<file path="src/rtl/image_job_sequencer_if.sv">
// Host/processor-side bundle of the image job sequencer: job push fields,
// queue status, processor configuration/handshake and completion status.
interface image_job_sequencer_if #(
  parameter int WidthAddressSize  = 6,
  parameter int HeightAddressSize = 6,
  parameter int QueueAddressSize  = 2
);
  logic                          push;
  logic [2:0]                    pushOpcode;
  logic                          pushInvertX;
  logic                          pushInvertY;
  logic [WidthAddressSize-1:0]   pushTranslateX;
  logic [HeightAddressSize-1:0]  pushTranslateY;
  logic                          full;
  logic [QueueAddressSize:0]     queueCount;
  logic                          ce;
  logic [2:0]                    opcode;
  logic                          invertX;
  logic                          invertY;
  logic [WidthAddressSize-1:0]   translateX;
  logic [HeightAddressSize-1:0]  translateY;
  logic                          buzy;
  logic                          done;
  logic                          timeout;
  logic                          overflow;
  logic [7:0]                    jobsDone;

  // Host/command logic and processor model side.
  modport master (
    output push, pushOpcode, pushInvertX, pushInvertY, pushTranslateX, pushTranslateY, buzy,
    input  full, queueCount, ce, opcode, invertX, invertY, translateX, translateY,
           done, timeout, overflow, jobsDone
  );

  // Sequencer side.
  modport slave (
    input  push, pushOpcode, pushInvertX, pushInvertY, pushTranslateX, pushTranslateY, buzy,
    output full, queueCount, ce, opcode, invertX, invertY, translateX, translateY,
           done, timeout, overflow, jobsDone
  );
endinterface

</file>
<file path="src/rtl/image_job_sequencer.sv">
// Image job sequencer: a small circular job queue feeding one ImageProcessor.
// Each popped job's configuration is held on the processor inputs for the
// whole job; ce is driven and buzy tracked to detect completion.
//
// state | meaning
// Idle  | ce low; pops the queue head into the configuration registers
// Start | ce high; waiting for buzy to rise, bounded by StartTimeout cycles
// Run   | ce high; processor busy, waiting for buzy to fall
// Done  | ce low; one-cycle done pulse, jobsDone advanced
module image_job_sequencer #(
  parameter int WidthAddressSize  = 6,
  parameter int HeightAddressSize = 6,
  parameter int QueueAddressSize  = 2,
  parameter int StartTimeout      = 15
) (
  input  logic                 clk,
  input  logic                 rst,
  image_job_sequencer_if.slave bus
);

  localparam int QueueDepth = 1 << QueueAddressSize;
  localparam int TimerWidth = $clog2(StartTimeout + 1);
  localparam logic [TimerWidth-1:0] TimerLast = TimerWidth'(StartTimeout - 1);
  localparam logic [TimerWidth-1:0] TimerOne  = TimerWidth'(1);
  localparam logic [QueueAddressSize:0] CountOne    = (QueueAddressSize + 1)'(1);
  localparam logic [QueueAddressSize:0] CountAlmost = (QueueAddressSize + 1)'(QueueDepth - 1);
  localparam logic [QueueAddressSize-1:0] PtrOne    = QueueAddressSize'(1);

  typedef struct packed {
    logic [2:0]                   opcode;
    logic                         invertX;
    logic                         invertY;
    logic [WidthAddressSize-1:0]  translateX;
    logic [HeightAddressSize-1:0] translateY;
  } JobEntry;

  typedef enum logic [1:0] {
    Idle  = 2'd0,
    Start = 2'd1,
    Run   = 2'd2,
    Done  = 2'd3
  } SeqState;

  JobEntry                     queueMem [QueueDepth];
  logic [QueueAddressSize-1:0] writePtr;
  logic [QueueAddressSize-1:0] readPtr;
  logic [QueueAddressSize:0]   count;
  logic                        fullReg;
  logic                        overflowReg;

  SeqState                     state;
  logic [TimerWidth-1:0]       startTimer;
  JobEntry                     activeJob;
  logic                        ceReg;
  logic                        doneReg;
  logic                        timeoutReg;
  logic [7:0]                  jobsDoneReg;

  JobEntry                     newEntry;
  JobEntry                     headEntry;
  logic                        pushAccept;
  logic                        popFire;

  // Push is accepted only against the registered full flag, so a push in the
  // same cycle as a pop from a full queue is still dropped.
  always_comb begin
    newEntry.opcode     = bus.pushOpcode;
    newEntry.invertX    = bus.pushInvertX;
    newEntry.invertY    = bus.pushInvertY;
    newEntry.translateX = bus.pushTranslateX;
    newEntry.translateY = bus.pushTranslateY;
    headEntry  = queueMem[readPtr];
    pushAccept = bus.push && !fullReg;
    popFire    = (state == Idle) && (count != '0);
  end

  // Circular job queue: storage, pointers, occupancy and sticky overflow.
  always_ff @(posedge clk or negedge rst) begin
    if (!rst) begin
      writePtr    <= '0;
      readPtr     <= '0;
      count       <= '0;
      fullReg     <= 1'b0;
      overflowReg <= 1'b0;
      for (int i = 0; i < QueueDepth; i++) begin
        queueMem[i] <= '0;
      end
    end else begin
      if (pushAccept) begin
        queueMem[writePtr] <= newEntry;
        writePtr           <= writePtr + PtrOne;
      end
      if (popFire) begin
        readPtr <= readPtr + PtrOne;
      end
      if (bus.push && fullReg) begin
        overflowReg <= 1'b1;
      end
      case ({pushAccept, popFire})
        2'b10: begin
          count   <= count + CountOne;
          fullReg <= (count == CountAlmost);
        end
        2'b01: begin
          count   <= count - CountOne;
          fullReg <= 1'b0;
        end
        default: begin
        end
      endcase
    end
  end

  // Job sequencing FSM with registered processor enable, configuration and status.
  always_ff @(posedge clk or negedge rst) begin
    if (!rst) begin
      state       <= Idle;
      startTimer  <= '0;
      activeJob   <= '0;
      ceReg       <= 1'b0;
      doneReg     <= 1'b0;
      timeoutReg  <= 1'b0;
      jobsDoneReg <= '0;
    end else begin
      doneReg <= 1'b0;
      case (state)
        Idle: begin
          if (popFire) begin
            activeJob  <= headEntry;
            ceReg      <= 1'b1;
            startTimer <= '0;
            state      <= Start;
          end
        end
        Start: begin
          if (bus.buzy) begin
            startTimer <= '0;
            state      <= Run;
          end else if (startTimer == TimerLast) begin
            // Processor never acknowledged: drop the job without counting it.
            timeoutReg <= 1'b1;
            ceReg      <= 1'b0;
            startTimer <= '0;
            state      <= Idle;
          end else begin
            startTimer <= startTimer + TimerOne;
          end
        end
        Run: begin
          if (!bus.buzy) begin
            ceReg       <= 1'b0;
            doneReg     <= 1'b1;
            jobsDoneReg <= jobsDoneReg + 8'd1;
            state       <= Done;
          end
        end
        Done: begin
          state <= Idle;
        end
        default: begin
          state <= Idle;
        end
      endcase
    end
  end

  assign bus.full       = fullReg;
  assign bus.queueCount = count;
  assign bus.overflow   = overflowReg;
  assign bus.ce         = ceReg;
  assign bus.done       = doneReg;
  assign bus.timeout    = timeoutReg;
  assign bus.jobsDone   = jobsDoneReg;
  assign bus.opcode     = activeJob.opcode;
  assign bus.invertX    = activeJob.invertX;
  assign bus.invertY    = activeJob.invertY;
  assign bus.translateX = activeJob.translateX;
  assign bus.translateY = activeJob.translateY;

endmodule

</file>
<file path="src/flat_wrapper.sv">
// flat-port wrapper written by rule: the top's interface ports become plain ports
module image_job_sequencer_flat 
#(
  parameter int WidthAddressSize  = 6,
  parameter int HeightAddressSize = 6,
  parameter int QueueAddressSize  = 2,
  parameter int StartTimeout      = 15
)
  (clk, rst, bus_push, bus_pushOpcode, bus_pushInvertX, bus_pushInvertY, bus_pushTranslateX, bus_pushTranslateY, bus_buzy, bus_full, bus_queueCount, bus_ce, bus_opcode, bus_invertX, bus_invertY, bus_translateX, bus_translateY, bus_done, bus_timeout, bus_overflow, bus_jobsDone);
  image_job_sequencer_if #(.WidthAddressSize(WidthAddressSize), .HeightAddressSize(HeightAddressSize), .QueueAddressSize(QueueAddressSize)) bus_i ();
  input  logic clk;
  input  logic rst;
  input wire logic [$bits(bus_i.push)-1:0] bus_push;
  input wire logic [$bits(bus_i.pushOpcode)-1:0] bus_pushOpcode;
  input wire logic [$bits(bus_i.pushInvertX)-1:0] bus_pushInvertX;
  input wire logic [$bits(bus_i.pushInvertY)-1:0] bus_pushInvertY;
  input wire logic [$bits(bus_i.pushTranslateX)-1:0] bus_pushTranslateX;
  input wire logic [$bits(bus_i.pushTranslateY)-1:0] bus_pushTranslateY;
  input wire logic [$bits(bus_i.buzy)-1:0] bus_buzy;
  output wire logic [$bits(bus_i.full)-1:0] bus_full;
  output wire logic [$bits(bus_i.queueCount)-1:0] bus_queueCount;
  output wire logic [$bits(bus_i.ce)-1:0] bus_ce;
  output wire logic [$bits(bus_i.opcode)-1:0] bus_opcode;
  output wire logic [$bits(bus_i.invertX)-1:0] bus_invertX;
  output wire logic [$bits(bus_i.invertY)-1:0] bus_invertY;
  output wire logic [$bits(bus_i.translateX)-1:0] bus_translateX;
  output wire logic [$bits(bus_i.translateY)-1:0] bus_translateY;
  output wire logic [$bits(bus_i.done)-1:0] bus_done;
  output wire logic [$bits(bus_i.timeout)-1:0] bus_timeout;
  output wire logic [$bits(bus_i.overflow)-1:0] bus_overflow;
  output wire logic [$bits(bus_i.jobsDone)-1:0] bus_jobsDone;
  assign bus_i.push = bus_push;
  assign bus_i.pushOpcode = bus_pushOpcode;
  assign bus_i.pushInvertX = bus_pushInvertX;
  assign bus_i.pushInvertY = bus_pushInvertY;
  assign bus_i.pushTranslateX = bus_pushTranslateX;
  assign bus_i.pushTranslateY = bus_pushTranslateY;
  assign bus_i.buzy = bus_buzy;
  assign bus_full = bus_i.full;
  assign bus_queueCount = bus_i.queueCount;
  assign bus_ce = bus_i.ce;
  assign bus_opcode = bus_i.opcode;
  assign bus_invertX = bus_i.invertX;
  assign bus_invertY = bus_i.invertY;
  assign bus_translateX = bus_i.translateX;
  assign bus_translateY = bus_i.translateY;
  assign bus_done = bus_i.done;
  assign bus_timeout = bus_i.timeout;
  assign bus_overflow = bus_i.overflow;
  assign bus_jobsDone = bus_i.jobsDone;
  image_job_sequencer #(.WidthAddressSize(WidthAddressSize), .HeightAddressSize(HeightAddressSize), .QueueAddressSize(QueueAddressSize), .StartTimeout(StartTimeout)) u_core (.clk(clk), .rst(rst), .bus(bus_i));
endmodule
</file>
<file path="config.mk">
export PLATFORM = sky130hd
export DESIGN_NAME = image_job_sequencer_flat
export DESIGN_NICKNAME = d
export VERILOG_FILES = /design/src/rtl/image_job_sequencer_if.sv /design/src/rtl/image_job_sequencer.sv /design/src/flat_wrapper.sv
export SDC_FILE = /design/constraint.sdc
export NUM_CORES = 1
export LEC_CHECK = 0
export CAP_MARGIN = 10
export CELL_PAD_IN_SITES_DETAIL_PLACEMENT = 2
export CELL_PAD_IN_SITES_GLOBAL_PLACEMENT = 2
export CORE_MARGIN = 2
export CORE_UTILIZATION = 33
export DETAILED_ROUTE_END_ITERATION = 10
export GPL_TIMING_DRIVEN = 0
export PLACE_DENSITY_LB_ADDON = 0.1
export SLEW_MARGIN = 0
export SYNTH_ARGS = -nofsm -noshare
export SYNTH_HDL_FRONTEND = slang
export SYNTH_SLANG_ARGS = --single-unit
</file>
<file path="constraint.sdc">
create_clock -name clk -period 5.5 [get_ports clk]
set_clock_uncertainty 0.15 [all_clocks]
set_input_delay 0.55 -clock clk [delete_from_list [all_inputs] [get_ports clk]]
set_output_delay 0.55 -clock clk [all_outputs]
set_load 0.005 [all_outputs]
</file>
==> impl_metrics.csv <==
group,metric,value,unit
yosys,ys_types,35,
layout,final_core_util,41.3,%
clock_network,insertion_delay,0.35,ns
global_route,grt_pass1_wl,19100,µm
placement,placed_area,0.00572,mm²
timing,holdWs,-0.00125,ns
timing,post-route-min-period,3.32,ns
yosys,yosys.area.top_type,"dfrtp_1",
clock_network,cts_tree,"yes",
floorplanning,chipWidth,126,µm
clock_network,cts_setup_buffers,0,
global_route,grt_use_total,15.5,%
timing,worstMarginPinSlew,0.769,ns
timing,post-route-period-util,60.4,%
routing,via_per_inst,4.90,
floorplanning,core-area,0.0146,mm²
layout,fillerInstances,1438,
power,power.switching,1160,µW
yosys,ys_ff_latch,111,
global_route,grt_overflow,0,
timing,finalHoldViolCount,1,
power,p_sw_share,32.6,%
routing,drt-initial-drc-count,64,
floorplanning,initial_core_util,33.8,%
yosys,synth_area,0.00493,mm²
critical_path,worstPathRequired,5.63,ns
clock_network,cts_buffer_depth,2,
clock_network,cts_buffers,9,
layout,drive_above_1_share,28.0,%
power,p_clk_share,19.1,%
floorplanning,ios,54,
clock_network,htreeDepth,3,
layout,diodes,0,
routing,postRouteAntennaNets,0,
yosys,synthCells,352,
power,seq_power_share,40.3,%
routing,wire_per_inst,18.8,µm
yosys,synth_nets,388,
yosys,synth_edf_count,0,
timing,rsz0062_at_grt,"no",
critical_path,endpoint_kind,"register",
layout,multi_input_area,0.00206,mm²
critical_path,crit_type,"reg2reg",
global_route,grt_pass1_vias,3498,
routing,first_pass_iters,3,
yosys,synth_area_leaders,"dfrtp_1 56%, mux2_2 16%, mux4_2 7.8%, nand2_1 4.6%, ha_1 3.8%",
routing,vias,2969,
worst_hold_path,min_path_type,"in2async",
routing,wirelength,11400,µm
yosys,synth_top_area_share,56.3,%
job,drv_cap,0,
placement,io_buffer_count,53,
yosys,synth-async-reset-ratio,100,%
clock_network,post_cts_resize_count,0,
timing,finalSetupViolations,0,
layout,final_nets,453,
layout,stdcell_area,0.00603,mm²
clock_network,cts.clk_slew.worst_paths,0.07,ns
yosys,ys.flop_type,"dfrtp_1",
critical_path,startpoint_type,"register",
critical_path,path_max_fanout,11,
floorplanning,die_area,0.0159,mm²
timing,slew_headroom,48.7,%
power,leakage,0.00262,µW
floorplanning,die_y,126,µm
yosys,yosysWarnings,0,
layout,regArea,0.00278,mm²
yosys,avgSynthCellArea,14.0,µm²
timing,final.setup.tns,0,ns
power,powerDensity,588,mW/mm²
clock_network,root_buffer,"clkbuf_16",
status,outcome,"finished with violations",
yosys,yosysMostFrequentCell,"dfrtp_1",
power,power_frac_comb,40.6,%
routing,drcViolationCount,0,
clock_network,cts_hold_buffers,0,
placement,routabilityCongestion,0.695,
clock_network,clock-sinks,111,
timing,slew_violations,0,
status,violations,"hold timing",
floorplanning,rows,44,
yosys,synth_common_cells,"111 x dfrtp_1, 70 x mux2_2, 61 x nand2_1, 17 x mux4_2, 15 x ha_1",
power,p_int,2390,µW
timing,fmax,0.301,GHz
yosys,synth-seq-area-share,56.3,%
critical_path,worstPathArrival,3.45,ns
global_route,grt_antenna_before_repair,0,
global_route,grt_max_degree,57,
layout,area_growth,22.3,%
placement,post-dp-hpwl,7640,µm
power,max-vdd-ir-drop,0.000260,V
## metrics by stage
stage | worst slack, ns | total power (µW) | instances | hold WS [ns]
3_3_place_gp | -0.819 | 2830 | 589 | 0.289
5_1_grt | 1.88 | 3830 | 606 | 0.0172
6_report | 2.18 | 3540 | 606 | -0.00125
2_1_floorplan | 2.98 | 2360 | 352 | 0.104
3_5_place_dp | 2.07 | 2920 | 590 | 0.300
4_1_cts | 2.05 | 3630 | 606 | 0.00668
## cells by family after synthesis
family,after synthesis,share of synthesized area [%]
AO/OA/AOI/OAI,17,3.22
buffers and inverters,21,1.85
multiplexers,91,24.6
flip-flops,111,56.3
XOR/XNOR,13,2.31
adder cells (fa/ha/maj),15,3.81
AND/OR/NAND/NOR,84,7.92
## final timing paths
path / start / to / slack, ns / cells after the start
max: u_core.bus.queueCount[1]$_DFFE_PN0P_ / u_core.bus.queueCount[2]$_DFFE_PN0P_ / 2.18 / 9
min: rst / u_core.startTimer[3]$_DFFE_PN0P_ / -0.001 / 1
max reg2reg: u_core.bus.queueCount[1]$_DFFE_PN0P_ / u_core.bus.queueCount[2]$_DFFE_PN0P_ / 2.18 / 9
min reg2reg: u_core.bus.overflow$_DFFE_PN0P_ / u_core.bus.overflow$_DFFE_PN0P_ / 0.31 / 1
max in group asynchronous: rst / u_core.queueMem[5]$_DFFE_PN0P_ / 4.54 / 2
min in group clk: u_core.bus.overflow$_DFFE_PN0P_ / u_core.bus.overflow$_DFFE_PN0P_ / 0.31 / 1
## sequential cells by signal, summed over array words and instances, names as in the netlist, named ones only
name                   cells
u_core.bus.done            1
u_core.bus.ce              1
u_core.bus.jobsDone        8
u_core.bus.full            1
u_core.queueMem           68
u_core.bus.overflow        1
u_core.bus.timeout         1
u_core.bus.translateY      6
u_core.bus.translateX      6
u_core.bus.opcode          3
u_core.bus.invertY         1
u_core.readPtr             2
u_core.bus.invertX         1
u_core.state               1
u_core.bus.queueCount      3
u_core.writePtr            2
u_core.startTimer          4
## power groups by stage
stage / Clock (µW) / Combinational [µW] / Sequential [µW]
final: 678 / 1440 / 1430
after global placement: 0 / 1410 / 1420
after global routing: 742 / 1600 / 1490
after detailed placement: 0 / 1470 / 1450
after CTS: 710 / 1480 / 1440
after floorplan: 0 / 975 / 1380
## per-layer routing
layer,vias up,GRT usage (%),part of all wire [%]
li1,1368,-,-
met1,1555,19.4,44
met2,42,26.9,52
met3,4,4.50,3.1
met4,0,3.10,0.57
met5,-,0,0
## placed cells by master (no fill, tap or decap), types with 2 or more instances in the layout
master / count
o21ai_0: 7
xor2_1: 2
a2111oi_0: 2
buf_1: 2
nor2_1: 3
mux4_2: 17
nand4_1: 6
inv_1: 8
dfrtp_1: 111
xnor2_1: 11
buf_2: 7
nand3_1: 2
clkdlybuf4s50_1: 52
o311ai_4: 2
mux2_2: 70
clkbuf_1: 3
clkbuf_16: 9
nor2b_1: 4
ha_1: 15
clkbuf_8: 2
nand2_1: 61
mux2i_1: 4
## critical path, stage by stage, from the launching register on
cell and delay [ns]:
dfrtp_1 0.48, o31ai_4 0.65, inv_2 0.26, buf_1 0.42
ha_1 0.38, xor2_1 0.15, ha_1 0.19, a21oi_1 0.16
mux2i_1 0.26, xnor2_1 0.14
## final cells by class
class	count	area share, %
clock inverter	4	0.872
timing repair buffer	54	9.28
sequential	111	46.1
multi-input combinational	220	34.2
clock buffer	12	4.25
tap	184	3.82
inverter	9	0.560
buffer	12	0.955
No activity file was read; power rests on OpenSTA's default activity.
